--- src/rtl/exec_unit_md.sv ---
// ----------------------------------------------------------------------------
// exec_unit_md
//   Execute stage of the pipelined RV32/RV64 core. It contains the integer ALU,
//   branch/jump resolution and an iterative RV32M multiplier/divider.
//   Single-cycle ops produce a registered result one clock after acceptance.
//   MUL takes MUL_LAT cycles and DIV takes XLEN+1 cycles. While either is in
//   flight, in_ready is low.
//
// Ports
//   clk, rst_n           clock (rising edge), asynchronous active-low reset
//   in_valid / in_ready  issue handshake; an op is accepted on
//                        in_valid & in_ready & ~flush
//   flush                kills the op in flight and the op presented this cycle
//   opcode, f3, m_ext    instruction decode fields (m_ext selects MUL/DIV on OP)
//   alu_op, sign         ALU function (add..sra) and compare signedness
//   op_a, op_b           pre-muxed ALU operands
//   rs1, rs2, pc, imm    raw values for compare, jalr, M ops and targets
//   out_valid            one-cycle completion pulse
//   result, target       writeback data and redirect PC; these hold between pulses
//   reg_wr, pc_src, clear  writeback enable, redirect taken, squash younger ops
//                          (all three are 0 whenever out_valid is 0)
// ----------------------------------------------------------------------------
module exec_unit_md #(
   parameter int XLEN     = 32,
   parameter int MUL_LAT  = 2,
   parameter int DIV_ITER = 32
) (
   input  logic            clk,
   input  logic            rst_n,
   input  logic            in_valid,
   output logic            in_ready,
   input  logic            flush,
   input  logic [6:0]      opcode,
   input  logic [2:0]      f3,
   input  logic            m_ext,
   input  logic [2:0]      alu_op,
   input  logic            sign,
   input  logic [XLEN-1:0] op_a,
   input  logic [XLEN-1:0] op_b,
   input  logic [XLEN-1:0] rs1,
   input  logic [XLEN-1:0] rs2,
   input  logic [XLEN-1:0] pc,
   input  logic [XLEN-1:0] imm,
   output logic            out_valid,
   output logic [XLEN-1:0] result,
   output logic            reg_wr,
   output logic            pc_src,
   output logic [XLEN-1:0] target,
   output logic            clear
);

   localparam int SHW = $clog2(XLEN);
   localparam int CW  = $clog2(DIV_ITER + 1);

   localparam logic [6:0] OPC_OP     = 7'b0110011;
   localparam logic [6:0] OPC_LUI    = 7'b0110111;
   localparam logic [6:0] OPC_AUIPC  = 7'b0010111;
   localparam logic [6:0] OPC_JAL    = 7'b1101111;
   localparam logic [6:0] OPC_JALR   = 7'b1100111;
   localparam logic [6:0] OPC_BRANCH = 7'b1100011;
   localparam logic [6:0] OPC_STORE  = 7'b0100011;

   typedef enum logic [1:0] {
      S_IDLE = 2'd0,
      S_MUL  = 2'd1,
      S_DIV  = 2'd2
   } state_t;

   state_t state_reg, state_next;

   // output registers
   logic            in_ready_reg, in_ready_next;
   logic            out_valid_reg, out_valid_next;
   logic            reg_wr_reg, reg_wr_next;
   logic            pc_src_reg, pc_src_next;
   logic            clear_reg;
   logic [XLEN-1:0] result_reg, result_next;
   logic [XLEN-1:0] target_reg, target_next;

   // multiplier state: operands carry one extra sign bit so a single signed
   // multiply covers the ss, su and uu variants
   logic [XLEN:0]   mul_a_reg, mul_b_reg;
   logic            mul_hi_reg;
   logic [2:0]      mul_cnt_reg;

   // divider state
   logic [XLEN-1:0] div_q_reg;      // dividend shifts out, quotient shifts in
   logic [XLEN-1:0] div_r_reg;      // partial remainder
   logic [XLEN-1:0] div_d_reg;      // divisor magnitude
   logic [XLEN-1:0] div_dvd_reg;    // raw dividend, for the divide-by-zero remainder
   logic            div_neg_q_reg;
   logic            div_neg_r_reg;
   logic            div_zero_reg;
   logic            div_rem_reg;
   logic [CW-1:0]   div_cnt_reg;

   // ------------------------------------------------------------------------
   // issue decode
   // ------------------------------------------------------------------------
   logic accept, is_m, start_alu, start_mul, start_div;
   logic mul_done, div_done;

   assign accept    = in_valid & in_ready_reg & ~flush;
   assign is_m      = (opcode == OPC_OP) & m_ext;
   assign start_alu = accept & ~is_m;
   assign start_mul = accept & is_m & ~f3[2];
   assign start_div = accept & is_m &  f3[2];

   assign mul_done  = (state_reg == S_MUL) && (mul_cnt_reg == 3'(MUL_LAT - 1));
   // DIV_ITER iteration cycles, then this extra cycle for the sign fixup
   assign div_done  = (state_reg == S_DIV) && (div_cnt_reg == CW'(DIV_ITER));

   // ------------------------------------------------------------------------
   // ALU, compare and target arithmetic
   // ------------------------------------------------------------------------
   logic [SHW-1:0]  shamt;
   logic [XLEN-1:0] alu_out;
   logic [XLEN-1:0] pc_imm, link, jalr_sum, jalr_tgt;
   logic            cmp_eq, cmp_lt, br_taken;

   assign shamt    = op_b[SHW-1:0];
   assign pc_imm   = pc + imm;
   assign link     = pc + XLEN'(4);
   assign jalr_sum = rs1 + imm;
   assign jalr_tgt = jalr_sum & ~XLEN'(1);

   always_comb begin
      alu_out = '0;
      case (alu_op)
         3'd0: alu_out = op_a + op_b;
         3'd1: alu_out = op_a - op_b;
         3'd2: alu_out = op_a ^ op_b;
         3'd3: alu_out = op_a | op_b;
         3'd4: alu_out = op_a & op_b;
         3'd5: alu_out = op_a << shamt;
         3'd6: alu_out = op_a >> shamt;
         3'd7: alu_out = $signed(op_a) >>> shamt;
         default: alu_out = '0;
      endcase
   end

   assign cmp_eq = (rs1 == rs2);
   assign cmp_lt = sign ? ($signed(rs1) < $signed(rs2)) : (rs1 < rs2);

   // f3[2] selects lt/ge, f3[0] inverts; f3 = 01x is not a branch
   always_comb begin
      br_taken = 1'b0;
      case (f3[2:1])
         2'b00:   br_taken = cmp_eq ^ f3[0];
         2'b01:   br_taken = 1'b0;
         default: br_taken = cmp_lt ^ f3[0];
      endcase
   end

   // ------------------------------------------------------------------------
   // multiplier product and divider step/fixup
   // ------------------------------------------------------------------------
   logic [2*XLEN-1:0] mul_ax, mul_bx, mul_prod;
   logic [XLEN-1:0]   mul_res;

   assign mul_ax   = {{(XLEN-1){mul_a_reg[XLEN]}}, mul_a_reg};
   assign mul_bx   = {{(XLEN-1){mul_b_reg[XLEN]}}, mul_b_reg};
   assign mul_prod = mul_ax * mul_bx;
   assign mul_res  = mul_hi_reg ? mul_prod[2*XLEN-1:XLEN] : mul_prod[XLEN-1:0];

   logic [XLEN:0]   div_shift, div_diff;
   logic [XLEN-1:0] div_q_fix, div_r_fix, div_res;

   assign div_shift = {div_r_reg, div_q_reg[XLEN-1]};
   assign div_diff  = div_shift - {1'b0, div_d_reg};

   // MIN / -1 needs no special case: |MIN| / 1 gives MIN with equal signs,
   // so the quotient stays MIN and the remainder is 0.
   always_comb begin
      div_q_fix = div_neg_q_reg ? (~div_q_reg + XLEN'(1)) : div_q_reg;
      div_r_fix = div_neg_r_reg ? (~div_r_reg + XLEN'(1)) : div_r_reg;
      if (div_zero_reg) begin
         div_q_fix = '1;
         div_r_fix = div_dvd_reg;
      end
      div_res = div_rem_reg ? div_r_fix : div_q_fix;
   end

   // ------------------------------------------------------------------------
   // FSM next state and registered output values
   // ------------------------------------------------------------------------
   always_comb begin
      state_next     = state_reg;
      out_valid_next = 1'b0;
      reg_wr_next    = 1'b0;
      pc_src_next    = 1'b0;
      result_next    = result_reg;
      target_next    = target_reg;

      case (state_reg)
         S_IDLE: begin
            if (start_mul)      state_next = S_MUL;
            else if (start_div) state_next = S_DIV;
         end
         S_MUL:   if (mul_done) state_next = S_IDLE;
         S_DIV:   if (div_done) state_next = S_IDLE;
         default: state_next = S_IDLE;
      endcase

      if (start_alu) begin
         out_valid_next = 1'b1;
         reg_wr_next    = 1'b1;
         result_next    = alu_out;
         target_next    = pc_imm;
         case (opcode)
            OPC_LUI:   result_next = imm;
            OPC_AUIPC: result_next = op_a + op_b;
            OPC_JAL: begin
               result_next = link;
               pc_src_next = 1'b1;
            end
            OPC_JALR: begin
               result_next = link;
               target_next = jalr_tgt;
               pc_src_next = 1'b1;
            end
            OPC_BRANCH: begin
               reg_wr_next = 1'b0;
               pc_src_next = br_taken;
            end
            OPC_STORE: reg_wr_next = 1'b0;
            default: ;
         endcase
      end else if (mul_done) begin
         out_valid_next = 1'b1;
         reg_wr_next    = 1'b1;
         result_next    = mul_res;
      end else if (div_done) begin
         out_valid_next = 1'b1;
         reg_wr_next    = 1'b1;
         result_next    = div_res;
      end

      // flush kills both a completion and anything in flight
      if (flush) begin
         state_next     = S_IDLE;
         out_valid_next = 1'b0;
         reg_wr_next    = 1'b0;
         pc_src_next    = 1'b0;
         result_next    = result_reg;
         target_next    = target_reg;
      end

      in_ready_next = (state_next == S_IDLE);
   end

   always_ff @(posedge clk or negedge rst_n) begin
      if (!rst_n) begin
         state_reg     <= S_IDLE;
         in_ready_reg  <= 1'b1;
         out_valid_reg <= 1'b0;
         reg_wr_reg    <= 1'b0;
         pc_src_reg    <= 1'b0;
         clear_reg     <= 1'b0;
         result_reg    <= '0;
         target_reg    <= '0;
      end else begin
         state_reg     <= state_next;
         in_ready_reg  <= in_ready_next;
         out_valid_reg <= out_valid_next;
         reg_wr_reg    <= reg_wr_next;
         pc_src_reg    <= pc_src_next;
         clear_reg     <= pc_src_next & out_valid_next;
         result_reg    <= result_next;
         target_reg    <= target_next;
      end
   end

   // ------------------------------------------------------------------------
   // multiply / divide datapath registers
   // ------------------------------------------------------------------------
   logic          div_signed, div_a_neg, div_b_neg;
   logic [XLEN-1:0] div_a_abs, div_b_abs;

   assign div_signed = ~f3[0];
   assign div_a_neg  = div_signed & rs1[XLEN-1];
   assign div_b_neg  = div_signed & rs2[XLEN-1];
   assign div_a_abs  = div_a_neg ? (~rs1 + XLEN'(1)) : rs1;
   assign div_b_abs  = div_b_neg ? (~rs2 + XLEN'(1)) : rs2;

   always_ff @(posedge clk or negedge rst_n) begin
      if (!rst_n) begin
         mul_a_reg     <= '0;
         mul_b_reg     <= '0;
         mul_hi_reg    <= 1'b0;
         mul_cnt_reg   <= '0;
         div_q_reg     <= '0;
         div_r_reg     <= '0;
         div_d_reg     <= '0;
         div_dvd_reg   <= '0;
         div_neg_q_reg <= 1'b0;
         div_neg_r_reg <= 1'b0;
         div_zero_reg  <= 1'b0;
         div_rem_reg   <= 1'b0;
         div_cnt_reg   <= '0;
      end else begin
         if (start_mul) begin
            // mulh (001) and mulhsu (010) treat rs1 as signed; only mulh signs rs2
            mul_a_reg   <= {(f3 == 3'b001 || f3 == 3'b010) & rs1[XLEN-1], rs1};
            mul_b_reg   <= {(f3 == 3'b001) & rs2[XLEN-1], rs2};
            mul_hi_reg  <= (f3[1:0] != 2'b00);
            mul_cnt_reg <= '0;
         end else if (state_reg == S_MUL && !mul_done) begin
            mul_cnt_reg <= mul_cnt_reg + 3'd1;
         end

         if (start_div) begin
            div_q_reg     <= div_a_abs;
            div_r_reg     <= '0;
            div_d_reg     <= div_b_abs;
            div_dvd_reg   <= rs1;
            div_neg_q_reg <= div_a_neg ^ div_b_neg;
            div_neg_r_reg <= div_a_neg;
            div_zero_reg  <= (rs2 == '0);
            div_rem_reg   <= f3[1];
            div_cnt_reg   <= '0;
         end else if (state_reg == S_DIV && !div_done) begin
            // restoring step: keep the subtraction only if it did not borrow
            if (!div_diff[XLEN]) begin
               div_r_reg <= div_diff[XLEN-1:0];
               div_q_reg <= {div_q_reg[XLEN-2:0], 1'b1};
            end else begin
               div_r_reg <= div_shift[XLEN-1:0];
               div_q_reg <= {div_q_reg[XLEN-2:0], 1'b0};
            end
            div_cnt_reg <= div_cnt_reg + CW'(1);
         end
      end
   end

   assign in_ready  = in_ready_reg;
   assign out_valid = out_valid_reg;
   assign reg_wr    = reg_wr_reg;
   assign pc_src    = pc_src_reg;
   assign clear     = clear_reg;
   assign result    = result_reg;
   assign target    = target_reg;

endmodule

--- config.mk ---
export PLATFORM = sky130hd
export DESIGN_NAME = exec_unit_md
export DESIGN_NICKNAME = d
export VERILOG_FILES = /design/src/rtl/exec_unit_md.sv
export SDC_FILE = /design/constraint.sdc
export NUM_CORES = 2
export LEC_CHECK = 0
export BUFFER_PORTS_ARGS = -buffer_cell sky130_fd_sc_hd__buf_2
export CORE_AREA = 4 4 376 378
export CTS_BUF_LIST = sky130_fd_sc_hd__clkbuf_16
export DETAILED_ROUTE_END_ITERATION = 8
export DIE_AREA = 0 0 380 382
export PLACE_DENSITY_LB_ADDON = 0.05
export SYNTH_ARGS = -nofsm -noshare
export SYNTH_HDL_FRONTEND = slang
export SYNTH_SLANG_ARGS = --single-unit
--- constraint.sdc ---
create_clock -name clk -period 10.31 [get_ports clk]
set_input_delay 1.5465 -clock clk [delete_from_list [all_inputs] [get_ports clk]]
set_output_delay 1.5465 -clock clk [all_outputs]
set_load 0.005 [all_outputs]
# Word-level counts from Yosys, hierarchy flattened

Cells that the tools add are included.

Bitwise gates (word level): 26
Shift operators: 3
Magnitude comparators: 2
$mul: 1
Add/subtract/negate cells: 12
Eq/ne operators: 22
Reductions and logical operators: 20
Multiplexer cells: 42

Operator list:

| cell                                                                  | count |
|---|---|
| 32-bit 2-to-1 mux                                                     | 17 |
| 32-bit one-hot mux with 8 select lines                                | 1 |
| 32-bit by 1-bit adder with 32-bit output, second input constant       | 4 |
| 32-bit NOT                                                            | 4 |
| 32-bit adder                                                          | 3 |
| 32-bit one-hot mux with 3 select lines                                | 1 |
| 32-bit less-than comparator                                           | 2 |
| 33-bit by 33-bit multiplier with 64-bit output                        | 1 |
| 33-bit by 32-bit subtractor with 33-bit output                        | 1 |
| 32-bit by 3-bit adder with 32-bit output, second input constant       | 1 |
| 32-bit bitwise AND                                                    | 1 |
| 32-bit equality test                                                  | 1 |
| 32-bit logical NOT                                                    | 1 |
| 32-bit OR                                                             | 1 |
| 32-bit by 5-bit left shift with 32-bit output                         | 1 |
| 32-bit by 5-bit >> shifter with 32-bit output                         | 1 |
| 32-bit by 5-bit >>> shifter with 32-bit output                        | 1 |
| 32-bit subtractor                                                     | 1 |
| 32-bit bitwise XOR                                                    | 1 |
| 7-bit by 6-bit equality test with 1-bit output, second input constant | 3 |
| 7-bit equality test, second input constant                            | 3 |
| 1-bit bitwise AND                                                     | 12 |
| 3-bit equality test, second input constant                            | 4 |
| 6-bit 2-to-1 mux                                                      | 2 |
| other kinds (24)                                                      | 60 |

Input bits: 211
Output and inout port bits: 69
Flip-flop bits (word level): 279

# Longest topological paths before layout

Word-level depth: 9
Gate-level depth with buffers: 31

# Least setup slack after synthesis

No wires, ideal clock.

Kind: register -> register
From: reg mul_b_reg[3]
To: reg result_reg[30] (netlist: result[30])
Stages on the path, launching flop included: 30
Setup slack: 2.019 ns
Data arrival time: 8.186 ns
Setup time: 0.105 ns
Required time: 10.205 ns
Cells stage by stage: dfrtp_1 -> clkbuf_1 -> clkbuf_1 -> nand2_1 -> inv_1 -> fa_1 -> fa_1 -> fa_1 -> fa_1 -> inv_1 -> fa_1 -> inv_1 -> fa_1 -> inv_1 -> fa_1 -> fa_1 -> inv_1 -> ha_1 -> clkbuf_1 -> a21o_1 -> a21o_1 -> a21o_1 -> a21oi_1 -> o21ai_0 -> or2_2 -> a221oi_1 -> mux2_2 -> nand2_1 -> o311ai_0 -> nor4b_1

Cells in the longest elaborated chain, start to end: 4

RTL lines:

| element                                        | line | RTL |
|---|---|---|
| start, declared                                | 82   | `logic [XLEN:0] mul_a_reg, mul_b_reg;` |
| start signal, assigned                         | 305  | `mul_b_reg <= {(f3 == 3'b001) & rs2[XLEN-1], rs2};` |
| 33-bit by 33-bit multiplier with 64-bit output | 163  | `assign mul_prod = mul_ax * mul_bx;` |
| 32-bit 2-to-1 mux                              | 164  | `assign mul_res = mul_hi_reg ? mul_prod[2*XLEN-1:XLEN] : mul_prod[XLEN-1:0];` |
| 32-bit 2-to-1 mux                              | 229  | `end else if (mul_done) begin` |
| 32-bit 2-to-1 mux                              | 205  | `if (start_alu) begin` |
| end signal, assigned                           | 269  | `result_reg <= result_next;` |
| end, declared                                  | 77   | `logic [XLEN-1:0] result_reg, result_next;` |

No other way between the ends.
A chain may end at the register's enable or synchronous reset.

# Worst setup path in the final report

From: reg mul_a_reg[32]
To: reg result_reg[30] (netlist: result[30])

Cells in the longest elaborated chain, start to end: 4

RTL lines:

| element                                        | line | RTL |
|---|---|---|
| start, declared                                | 82   |  |
| start signal, assigned                         | 304  | `mul_a_reg <= {(f3 == 3'b001 \|\| f3 == 3'b010) & rs1[XLEN-1], rs1};` |
| 33-bit by 33-bit multiplier with 64-bit output | 163  |  |
| 32-bit 2-to-1 mux                              | 164  |  |
| 32-bit 2-to-1 mux                              | 229  |  |
| 32-bit 2-to-1 mux                              | 205  |  |

No other way between the ends.

==> impl_metrics.tcl <==
set metrics [dict create \
    arrival_ns 9.75 \
    clkTransAtPathRegs_ns 0.06 \
    hold_class "reg2reg" \
    skew_ns 0.0373 \
    gr-total-overflow 0 \
    vias 59300 \
    rrSetupSlack_ns 1.05 \
    grtUsageMet3_pct 6.57 \
    ir_worst_vdd_mv 0.116 \
    cp_max_fo 27 \
    gp_congestion 0.992 \
    relSlewSlack_pct 23.9 \
    total_power_mw 4.12 \
    yosys_warnings 0 \
    post_cts_buffers 0 \
    yosysSeqAreaShare_pct 10.2 \
    cp_common_cell "fa_1" \
    crit_family "adder cells" \
    use_met2_pct 56.0 \
    grt_start_max_net_pins 105 \
    nNetsFinal 9915 \
    syn_area_mm2 0.0687 \
    track_usage_pct 35.4 \
    crit_required_ns 10.80 \
    p_clk_share_pct 34.5 \
    area_delta_synth_final_pct 6.28 \
    synthFlopType "dfrtp_1" \
    r2r-end "result[30]$_DFFE_PN0P_" \
    path_class "reg2reg" \
    io_pins 280 \
    root_buffer "clkbuf_16" \
    clockBufferDepth 3 \
    fill_cells 13200 \
    crit_cells 29 \
    dpl.hpwl_um 211000 \
    vias_per_cell 5.95 \
    drive_gt1_share_pct 7.58 \
    synth_edf_count 0 \
    setup_violations 0 \
    htreeDepth 2 \
    cts_tree "built" \
    slowest_delay_ns 0.81 \
    dpl_cell_area_mm2 0.0717 \
    slew_violations 0 \
    finalCriticalPeriod_ns 9.26 \
    drc 0 \
    drtIter0Drc 5017 \
    coreArea_mm2 0.137 \
    hold_viol 0 \
    powerDensity_mw_per_mm2 56.5 \
    core.rowCount 136 \
    swShare_pct 39.2 \
    grt_pass1_vias 61100 \
    synth_cell_types 98 \
    reg2regPathDepth 29 \
    rr_startpoint "mul_a_reg[32]$_DFFE_PN0P_" \
    postCtsHoldBufs 0 \
    syn_nets 9914 \
    grt_busiest_layer "met2" \
    synth-seq-cells 279 \
    portBuffers 279 \
    status "finished clean" \
    clock-sinks 279 \
    cp_slowest_cell "fa_1" \
    setup_tns_ns 0 \
    grt_pass1_wl_um 390000 \
    die_y_um 382 \
    drt-wirelength-per-cell_um 25.9 \
    combPwrFrac_pct 35.1 \
    first_pass_iters 7 \
    seq_area_mm2 0.00698 \
    rsz0062_at_grt "false" \
    syn_avg_cell_area_um2 8.45 \
    fin_area_mm2 0.0730 \
    fmax_mhz 108 \
    synth_cells 8131 \
    start_util_pct 50.0 \
    die-area_mm2 0.145 \
    maxCapViolCount 0 \
    crit_path_start "mul_a_reg[32]$_DFFE_PN0P_" \
    critPathLaunchType "flop" \
    tightest_slew_ns 1.11 \
    power.internal_mw 2.51 \
    dieWidth_um 380 \
    fin_crit_sh_pct 89.8 \
    async_flop_share_pct 100 \
    seq_power_share_pct 30.4 \
    cts.repair.resized 0 \
    crit_end "result[30]$_DFFE_PN0P_" \
    multi_input_area_mm2 0.0551 \
    p_leak_nw 36.0 \
    p_sw_mw 1.62 \
    path_buf_inv 8 \
    antenna_found_initial 14 \
    insertion_delay_ns 0.60 \
    endpoint_kind "flop" \
    wirelength_um 258000 \
    cts_inserted_buffers 37 \
    route.antenna.remaining_nets 0 \
    met1_usage_pct 48.1 \
]
[kinds of logic after synthesis]
| logic type | count (synthesis) | share of synthesized area [%] |
|---|---|---|
| adder cells (fa/ha/maj) | 1572 | 41.0 |
| AND/OR/NAND/NOR | 2559 | 17.8 |
| AO/OA/AOI/OAI | 1434 | 13.3 |
| multiplexers | 196 | 3.81 |
| XOR/XNOR | 337 | 4.30 |
| flip-flops | 279 | 10.2 |
| buffers and inverters | 1754 | 9.69 |
[power by group through the flow]
stage	logic [mW]	clock network (mW)	registers [mW]
2_1_floorplan	0.838	0	1.23
3_3_place_gp	1.41	0	1.27
3_5_place_dp	1.41	0	1.27
4_1_cts	1.42	1.44	1.25
5_1_grt	1.55	1.48	1.26
6_report	1.45	1.42	1.25
[Yosys cell counts, types with 20 or more instances]
cell type / instances / area [um2]
a211oi_1: 71 / 533
a21o_1: 97 / 728
a21oi_1: 389 / 1950
a221oi_1: 49 / 429
a22oi_1: 26 / 195
a31oi_1: 63 / 394
and2_1: 554 / 3470
and3_1: 30 / 188
buf_1: 33 / 124
clkbuf_1: 403 / 1510
dfrtp_1: 278 / 6960
fa_1: 1130 / 22600
ha_1: 442 / 5530
inv_1: 1288 / 4830
mux2_2: 20 / 225
mux2i_1: 125 / 1250
mux4_2: 50 / 1130
nand2_1: 1125 / 4220
nand2b_1: 54 / 338
nand3_1: 73 / 365
nand4_1: 47 / 294
nor2_1: 378 / 1420
nor2b_1: 60 / 375
nor3_1: 89 / 445
nor4_1: 38 / 238
o211ai_1: 44 / 330
o21a_1: 34 / 255
o21ai_0: 371 / 1860
o21bai_1: 31 / 233
o221ai_1: 20 / 175
o22ai_1: 36 / 225
o31ai_1: 40 / 300
o41ai_1: 23 / 201
or2_2: 20 / 125
or3_1: 26 / 163
xnor2_1: 234 / 2050
xor2_1: 103 / 902
[worst reg2reg max path: cells and delay by family (launching register included)]
family | cells | cell delay, ns
flops | 1 | 0.46
mux | 1 | 0.39
fa+ha+maj | 9 | 4.65
buf+inv | 8 | 1.47
simple gates | 4 | 0.80
compound gates | 7 | 1.40
[cells in the final DEF, fill, tap and decap left out, types with 31 or more instances in the layout]
cell       Yosys  final
a211oi_1      71     71
a31oi_1       63     63
buf_2         16    277
o211ai_1      44     44
nand4_1       47     47
nand2b_1      54     53
o21a_1        34     34
clkbuf_16      0     38
nor3_1        89     87
mux2i_1      125    125
and2_1       554    553
buf_4          5    143
xor2_1       103    103
nor2b_1       60     60
o31ai_1       40     39
mux4_2        50     50
o21ai_0      371    371
a21oi_1      389    389
nor4_1        38     36
a21o_1        97     97
o22ai_1       36     36
dfrtp_1      278    278
a221oi_1      49     49
nand3_1       73     73
inv_1       1288   1295
xnor2_1      234    234
nand2_1     1125   1124
nor2_1       378    376
o21bai_1      31     31
ha_1         442    442
fa_1        1130   1130
[how the worst min path moves through the flow]
stage          slack, ns                          end                   startpoint  depth (start not counted)
2_1_floorplan       0.43  div_dvd_reg[12]$_DFFE_PN0P_  div_dvd_reg[12]$_DFFE_PN0P_                          2
3_5_place_dp        0.45  div_dvd_reg[10]$_DFFE_PN0P_  div_dvd_reg[10]$_DFFE_PN0P_                          2
5_1_grt             0.49  div_dvd_reg[15]$_DFFE_PN0P_  div_dvd_reg[15]$_DFFE_PN0P_                          2
3_3_place_gp        0.45  div_dvd_reg[12]$_DFFE_PN0P_  div_dvd_reg[12]$_DFFE_PN0P_                          2
4_1_cts             0.47  div_dvd_reg[15]$_DFFE_PN0P_  div_dvd_reg[15]$_DFFE_PN0P_                          2
6_report            0.47  div_dvd_reg[13]$_DFFE_PN0P_  div_dvd_reg[13]$_DFFE_PN0P_                          2
[routing by layer]
metal	vias up	wire [um]
li1	26200	-
met1	29900	107000
met2	2648	116000
met3	530	21600
met4	12	12600
met5	-	75
[through the flow]
| stage | setup slack, ns | hold WS (ns) | utilization, % | cells |
|---|---|---|---|---|
| 3_5_place_dp | 1.01 | 0.455 | 52.2 | 9887 |
| 4_1_cts | 1.02 | 0.469 | 53.1 | 9955 |
| 6_report | 1.05 | 0.467 | 53.1 | 9962 |
| 2_1_floorplan | 2.02 | 0.433 | - | 8131 |
| 3_3_place_gp | 1.17 | 0.447 | 52.2 | 9887 |
| 5_1_grt | 0.460 | 0.492 | 53.1 | 9956 |
[cell type report]
cell class	instances	share of cell area, %
Tap cell	1794	3.07
Inverter	1294	6.65
Clock buffer	38	1.30
Timing Repair Buffer	422	3.42
Clock inverter	30	0.456
Multi-Input combinational cell	6098	75.5
Antenna cell	7	0.0240
Sequential cell	279	9.56
No activity file was read; power rests on OpenSTA's default activity.
